## src/rtl/video_pkg.sv

```systemverilog
// Shared video definitions: capture FSM encoding and default frame geometry,
// used by both the camera capture path and the VGA display timing.
package video_pkg;

  localparam int H_ACTIVE_DEF   = 1280;
  localparam int V_ACTIVE_DEF   = 720;
  localparam int FRAME_SKIP_DEF = 10;

  typedef enum logic [1:0] {
    IDLE    = 2'd0,
    SKIP    = 2'd1,
    WAIT_VS = 2'd2,
    CAPTURE = 2'd3
  } cap_state_t;

  function automatic int line_bytes(input int h_active);
    return 2 * h_active;
  endfunction

endpackage

```

## src/rtl/cam_edge_det.sv

```systemverilog
// Input register for a sensor sync line plus rise/fall pulses derived from the
// registered level and its previous-cycle value.
module cam_edge_det (
  input  logic cam_clk,
  input  logic cam_rst,
  input  logic din,
  output logic level,
  output logic rise,
  output logic fall
);

  logic level_d;

  always_ff @(posedge cam_clk or posedge cam_rst) begin
    if (cam_rst) begin
      level   <= 1'b0;
      level_d <= 1'b0;
    end else begin
      level   <= din;
      level_d <= level;
    end
  end

  assign rise = level & ~level_d;
  assign fall = ~level & level_d;

endmodule

```

## src/rtl/cmos_capture.sv

```systemverilog
// Captures RGB565 bytes from a CMOS sensor, packs two pixels per 32-bit DDR
// write and reports per-frame start/done pulses with a geometry error status.
//
// state   | meaning
// IDLE    | DDR not ready, nothing captured
// SKIP    | counting sensor frames while the sensor settles
// WAIT_VS | settle done, waiting for the next frame boundary
// CAPTURE | packing bytes and writing words, frame after frame
module cmos_capture
  import video_pkg::*;
#(
  parameter int H_ACTIVE   = H_ACTIVE_DEF,
  parameter int V_ACTIVE   = V_ACTIVE_DEF,
  parameter int FRAME_SKIP = FRAME_SKIP_DEF
) (
  input  logic        cam_clk,
  input  logic        cam_rst,
  input  logic        ddr_init_done,
  input  logic        cam_vsync,
  input  logic        cam_href,
  input  logic [7:0]  cam_data,
  output logic        ddr_wren,
  output logic [31:0] ddr_wdata,
  output logic        frame_start,
  output logic        frame_done,
  output logic        frame_err
);

  localparam logic [11:0] LINE_BYTES  = 12'(line_bytes(H_ACTIVE));
  localparam logic [9:0]  FRAME_LINES = 10'(V_ACTIVE);
  localparam logic [7:0]  SKIP_LOAD   = 8'((FRAME_SKIP > 0) ? FRAME_SKIP - 1 : 0);

  cap_state_t  state, state_nxt;
  logic        vs_level, vs_rise, vs_fall;
  logic        hr_level, hr_rise, hr_fall;
  logic [7:0]  data_q;
  logic [23:0] word_acc;
  logic [11:0] byte_cnt;
  logic [9:0]  line_cnt;
  logic [7:0]  skip_cnt;
  logic        err_flag;
  logic        take_byte, start_p, done_p, skip_load, skip_dec;
  logic        unused_edges;

  cam_edge_det u_vsync (
    .cam_clk (cam_clk),
    .cam_rst (cam_rst),
    .din     (cam_vsync),
    .level   (vs_level),
    .rise    (vs_rise),
    .fall    (vs_fall)
  );

  cam_edge_det u_href (
    .cam_clk (cam_clk),
    .cam_rst (cam_rst),
    .din     (cam_href),
    .level   (hr_level),
    .rise    (hr_rise),
    .fall    (hr_fall)
  );

  assign unused_edges = vs_level ^ vs_fall ^ hr_rise;

  always_ff @(posedge cam_clk or posedge cam_rst) begin
    if (cam_rst) state <= IDLE;
    else         state <= state_nxt;
  end

  always_comb begin
    state_nxt = state;
    take_byte = 1'b0;
    start_p   = 1'b0;
    done_p    = 1'b0;
    skip_load = 1'b0;
    skip_dec  = 1'b0;
    if (!ddr_init_done) begin
      state_nxt = IDLE;
    end else begin
      unique case (state)
        IDLE: begin
          state_nxt = SKIP;
          skip_load = 1'b1;
        end
        SKIP: begin
          if (vs_rise) begin
            if (skip_cnt == 8'd0) state_nxt = WAIT_VS;
            else                  skip_dec  = 1'b1;
          end
        end
        WAIT_VS: begin
          if (vs_rise) begin
            state_nxt = CAPTURE;
            start_p   = 1'b1;
          end
        end
        CAPTURE: begin
          // a byte landing on the frame boundary belongs to no frame
          if (vs_rise) begin
            start_p = 1'b1;
            done_p  = (line_cnt != 10'd0);
          end else if (hr_level) begin
            take_byte = 1'b1;
          end
        end
        default: state_nxt = IDLE;
      endcase
    end
  end

  always_ff @(posedge cam_clk or posedge cam_rst) begin
    if (cam_rst) begin
      data_q      <= 8'd0;
      word_acc    <= 24'd0;
      byte_cnt    <= 12'd0;
      line_cnt    <= 10'd0;
      skip_cnt    <= 8'd0;
      err_flag    <= 1'b0;
      ddr_wren    <= 1'b0;
      ddr_wdata   <= 32'd0;
      frame_start <= 1'b0;
      frame_done  <= 1'b0;
      frame_err   <= 1'b0;
    end else begin
      data_q      <= cam_data;
      ddr_wren    <= 1'b0;
      frame_start <= start_p;
      frame_done  <= done_p;

      if (skip_load)     skip_cnt <= SKIP_LOAD;
      else if (skip_dec) skip_cnt <= skip_cnt - 8'd1;

      if (state != CAPTURE || !ddr_init_done) begin
        byte_cnt <= 12'd0;
        line_cnt <= 10'd0;
        err_flag <= 1'b0;
      end else if (vs_rise) begin
        byte_cnt <= 12'd0;
        line_cnt <= 10'd0;
        err_flag <= 1'b0;
        if (done_p) frame_err <= err_flag | (line_cnt != FRAME_LINES);
      end else if (hr_fall) begin
        // any trailing partial word is simply abandoned here
        byte_cnt <= 12'd0;
        line_cnt <= line_cnt + 10'd1;
        if (byte_cnt != LINE_BYTES) err_flag <= 1'b1;
      end else if (take_byte) begin
        byte_cnt <= byte_cnt + 12'd1;
        word_acc <= {word_acc[15:0], data_q};
        if (byte_cnt[1:0] == 2'd3) begin
          ddr_wdata <= {word_acc, data_q};
          ddr_wren  <= 1'b1;
        end
      end
    end
  end

endmodule

```

## config.mk

```make
export PLATFORM = sky130hd
export DESIGN_NAME = cmos_capture
export DESIGN_NICKNAME = d
export VERILOG_FILES = /design/src/rtl/video_pkg.sv /design/src/rtl/cam_edge_det.sv /design/src/rtl/cmos_capture.sv
export SDC_FILE = /design/constraint.sdc
export NUM_CORES = 1
export LEC_CHECK = 0
export CAP_MARGIN = 20
export CORE_AREA = 2 2 93 95
export CTS_CLUSTER_DIAMETER = 60
export CTS_CLUSTER_SIZE = 28
export DETAILED_ROUTE_END_ITERATION = 10
export DIE_AREA = 0 0 95 97
export GPL_TIMING_DRIVEN = 1
export PLACE_DENSITY = 0.77
export SYNTH_ARGS = -nofsm -noshare
export SYNTH_HDL_FRONTEND = slang
export SYNTH_SLANG_ARGS = --single-unit
export TNS_END_PERCENT = 1
```

## constraint.sdc

```tcl
create_clock -name cam_clk -period 5.6 [get_ports cam_clk]
set_clock_uncertainty 0.2 [all_clocks]
set_input_delay 1.12 -clock cam_clk [delete_from_list [all_inputs] [get_ports cam_clk]]
set_output_delay 1.12 -clock cam_clk [all_outputs]
set_load 0.01 [all_outputs]
```

# Word-level counts from Yosys, hierarchy flattened
# Index checks and enable logic that the tools add are counted.
[totals]
in_bits = 13
register_bits = 105
elab_cells = 92
[classes]
eq_ne = 11
addsub = 3
bitwise = 8
mux = 39
reduce_logical = 15
[op_table]
columns = ["cell", "n"]
rows = [
  ["two-way mux 12 bit", 4],
  ["two-way mux 10 bit", 3],
  ["two-way mux 1 bit", 25],
  ["two-way mux 8 bit", 2],
  ["adder 12 x 1 -> 12 bit (second input constant)", 1],
  ["!= test 12 bit (second input constant)", 1],
  ["adder 10 x 1 -> 10 bit (second input constant)", 1],
  ["!= test 10 bit (second input constant)", 1],
  ["nonzero test 10 bit", 1],
  ["zero test 8 bit", 1],
  ["two-way mux 2 bit", 4],
  ["AND reduction 4 bit", 2],
  ["subtractor 8 x 1 -> 8 bit (second input constant)", 1],
  ["== test 2 bit (second input constant)", 3],
  ["!= test 3 x 2 -> 1 bit (second input constant)", 2],
  ["case mux 2 bit (3 select lines)", 1],
  ["nonzero test 3 bit", 2],
  ["inverter 1 bit", 5],
  ["AND reduction 5 bit", 1],
  ["!= test 4 x 1 -> 1 bit (second input constant)", 1],
  ["nonzero test 4 bit", 1],
  ["!= test 3 bit (second input constant)", 1],
  ["AND reduction 3 bit", 1],
  ["AND 1 bit", 2],
  ["other kinds (9)", 9],
]

# Depth between registers and ports, before layout
[logic_depth]
depth_word = 9
depth_mapped = 7
depth_no_buf = 6

# By module
# A second synthesis with hierarchy kept.
[unflattened]
hier_cells = 341
area_unflattened_um2 = 4426.7
[modules_own_cells]
columns = ["mod", "instances", "seq_area_each_um2", "cells_each", "area_each_um2"]
rows = [
  ["cmos_capture", 1, 2527.4, 331, 4289.1],
  ["cam_edge_det", 2, 50.0, 5, 68.8],
]

# Worst setup path after synthesis
# No wires, ideal clock.
[synth_timing]
kind = "input-to-reg"
startpoint = "input ddr_init_done"
endpoint = "register byte_cnt[11]"
required_ns = 5.322
arrival_ns = 2.203
path_slack_ns = 3.119
path_stages = 4
n_path_buf = 0
cell_sequence = "nand2_2 or4_4 or3_1 a21oi_1"
[synth_via]
elab_chain_cells = 3
[synth_lines]
columns = ["element", "line", "text"]
rows = [
  ["start: declaration", "cmos_capture.sv:18", "input logic ddr_init_done,"],
  ["zero test 1 bit", "cmos_capture.sv:133", "if (state != CAPTURE || !ddr_init_done) begin"],
  ["logical OR 1 bit", "cmos_capture.sv:133", ""],
  ["nonzero test 4 bit (no source line) / two-way mux 12 bit (equally long branches)", "--", ""],
  ["end signal: assignment", "cmos_capture.sv:148", "byte_cnt <= byte_cnt + 12'd1;"],
  ["end: declaration", "cmos_capture.sv:38", "logic [11:0] byte_cnt;"],
]
# Several ways; a longest one is shown, not always the timed one.
# A chain may end at the register's enable or synchronous reset.

# Final worst setup path
[layout_timing]
startpoint = "input ddr_init_done"
endpoint = "register word_acc[23]"
[layout_via]
elab_chain_cells = 4
[layout_lines]
columns = ["element", "line", "text"]
rows = [
  ["zero test 1 bit", "cmos_capture.sv:133", ""],
  ["logical OR 1 bit", "cmos_capture.sv:133", ""],
  ["inverter 1 bit (no source line)", "--", ""],
  ["AND reduction 4 bit (no source line) (*)", "--", ""],
  ["end signal: assignment", "cmos_capture.sv:149", "word_acc <= {word_acc[15:0], data_q};"],
  ["end: declaration", "cmos_capture.sv:37", "logic [23:0] word_acc;"],
]
# Mark *: on every way between the ends. The rest lies on a longest branch, timed or not.

==> flow_summary.yaml <==
placed_design:
  dp_cells: 484
  gp_congestion: 0.812
  dp_hpwl_um: 5080
  portBuffers: 48
layout:
  fin_nets: 413
  diodes: 0
  regArea_um2: 2630
  drive_above_1_share: 0.211
  area_growth_syn_to_layout_pct: 17.8
  fill_cells: 595
  multi_input_area_um2: 1670
  fin_cells: 499
timing:
  worstMarginPinSlew_ns: 0.992
  setup_viol: 0
  slew_headroom: 0.337
  tns_ns: 0
  max_freq_mhz: 323
  period_minus_slack_ns: 3.09
  post-route-period-util: 0.553
  rsz0062_at_grt: "false"
  hold_violations: 0
  slew_viol_final: 0
clock_tree:
  cts_made_buffers: 9
  cts_resized: 0
  clk_path_buf_depth: 2
  cts_root_buffer: "clkbuf_8"
  clk-insertion-delay-late_ns: 0.37
  cts_sinks: 105
  cts_tree: "yes"
  post_cts.repair.setup_buffers: 0
  cts_max_level: 3
  clkTransAtPathRegs_ns: 0.09
  cts_hold_repair.buffers: 0
die:
  rows: 33
  core_um2: 8130
  start_util: 0.543
  die_h_um: 97
  dieArea_um2: 9220
  die_w_um: 95
  io_pins: 49
synth:
  synth_edf_count: 0
  synth_area_um2: 4410
  synth_ff_type: "dfrtp_1"
  synthTopCellsByCount: "dfrtp_1 (105), mux2_2 (57), nor2_1 (18), nand2_1 (15), inv_1 (14)"
  synth_seq_cells: 105
  yosysTopAreaCellShare: 0.595
  yosys_warnings: 0
  ys_async_sr_fraction: 1.00
  synthCells: 343
  syn_area_per_cell_um2: 12.9
  synth_top_area_cell: "dfrtp_1"
  syn_nets: 366
  post-synth-top-count-cell: "dfrtp_1"
  seq_area_frac_synth: 0.595
  synth.distinct_cells: 47
  synth.area.top_cells: "dfrtp_1 (60%), mux2_2 (15%), ha_1 (2.8%), nor2_1 (1.5%), a21oi_1 (1.5%)"
worst_setup_path:
  r2r_cells: 4
  critPathLaunchType: "input port"
  crit_required_ns: 5.64
  crit_fanout: 24
  crit_slowest_cell: "nand2_1"
  path_delay_family: "simple AND/OR/NAND/NOR gates"
  path_class: "input port to flop"
  max_stage_delay_ns: 0.59
  cp.depth: 5
  cp_num_buf_inv: 1
  crit_chain: "clkdlybuf4s50_1 > nand2_2 > nor2_1 > nand2_1 > mux2_2"
  arrival_ns: 3.14
  cp-end-kind: "flop"
grt:
  grt_overflow: 0
  antenna_found_initial: 0
  grtUsageTotal: 0.180
  grt_pass1_wl_um: 13100
  grt_max_degree: 74
  grt_pass1_vias: 2809
detailed_routing:
  wl_per_cell_um: 15.1
  wirelength_um: 7560
  drt_iter0_drc: 142
  ant_nets: 0
  via_count: 2778
  firstDrtPassIters: 4
  post_drt_via_cell_ratio: 5.57
  drc_errors: 0
min_path:
  min_path_type: "flop to flop"
  min_delay_path_depth: 0
outcome:
  status: "finished clean"
power:
  power_density_nw_per_um2: 288
  ir_worst_vdd_mv: 0.156
  p_leak_uw: 0.00239
run:
  max-cap-violations: 0
sequential cells by signal (all words and copies together) (netlist names):
| signal | cells |
|---|---|
| byte_cnt | 12 |
| skip_cnt | 8 |
| data_q | 8 |
| state | 2 |
| u_vsync.level | 1 |
| u_vsync.level_d | 1 |
| u_href.level | 1 |
| frame_err | 1 |
| line_cnt | 10 |
| ddr_wdata | 32 |
| frame_start | 1 |
| u_href.level_d | 1 |
| ddr_wren | 1 |
| frame_done | 1 |
| word_acc | 24 |
| err_flag | 1 |
through the flow:
step,total power [uW],setup slack (ns),area [um2],util,hold slack [ns]
after floorplan,956,1.52,4410,-,0.149
after global placement,994,2.16,4980,0.612,0.189
after detailed placement,1000,2.12,4980,0.612,0.194
after CTS,1510,2.51,5200,0.639,0.215
after global routing,1570,2.30,5200,0.639,0.241
final,1500,2.51,5200,0.639,0.214
cell usage in the layout, fill, tap and decap left out, drive strengths merged, types with 2 or more instances in the layout:
cell,instances
a21oi,13
and2,2
and3,2
and4,2
buf,2
bufinv,2
clkbuf,9
clkdlybuf4s50,48
dfrtp,105
ha,10
inv,17
mux2,57
mux2i,3
nand2,16
nand2b,2
nand3,7
nand4,6
nor2,18
nor2b,2
nor3,4
nor4,5
o211ai,5
o21ai,5
o311ai,4
o31ai,8
o41ai,2
or2,4
or3,5
or4,8
xnor2,3
xor2,6
cell families (layout without fill, tap and decap cells):
kind of cell    count (synthesis)  after routing  share of synthesized area
compound gates                 43             43                     0.0666
mux                            60             60                      0.152
simple gates                   88             88                      0.112
xor+xnor                        9              9                     0.0179
fa+ha+maj                      10             10                     0.0283
buf+inv                        28             79                     0.0278
flops                         105            105                      0.595
cell type report:
type,instances,area share
Clock buffer,9,0.0238
Clock inverter,6,0.0185
Inverter,14,0.0106
Multi-Input combinational cell,210,0.321
Sequential cell,105,0.505
Tap cell,105,0.0253
Timing Repair Buffer,50,0.0953
per-layer routing:
metal | vias to the layer above | GRT usage | wire (um)
met5 | - | 0 | 0
met4 | 0 | 0.0814 | 119
met3 | 8 | 0.0257 | 250
met1 | 1395 | 0.262 | 3500
met2 | 54 | 0.269 | 3690
li1 | 1321 | - | -
worst register-to-register path, delay by kind of cell, from the launching register on:
kind	cells	cell delay, ns
simple gates	3	1.43
mux	1	0.43
flops	1	0.37
worst paths after layout:
path,start,to,slack [ns]
worst max-delay path,ddr_init_done,word_acc[23],2.51
worst min-delay path,u_vsync.level,u_vsync.level_d,0.21
worst max register to register,u_vsync.level,word_acc[23],3.05
worst min register to register,u_vsync.level,u_vsync.level_d,0.21
max in group asynchronous,cam_rst,line_cnt[2],3.19
min in group asynchronous,cam_rst,ddr_wdata[10],1.08
power by group:
part           internal [uW]  switching, uW
sequential               794           29.4
clock                    256            256
combinational           70.8           91.6
total                   1120            377
Note: power is estimated with default switching activity, not from simulation.
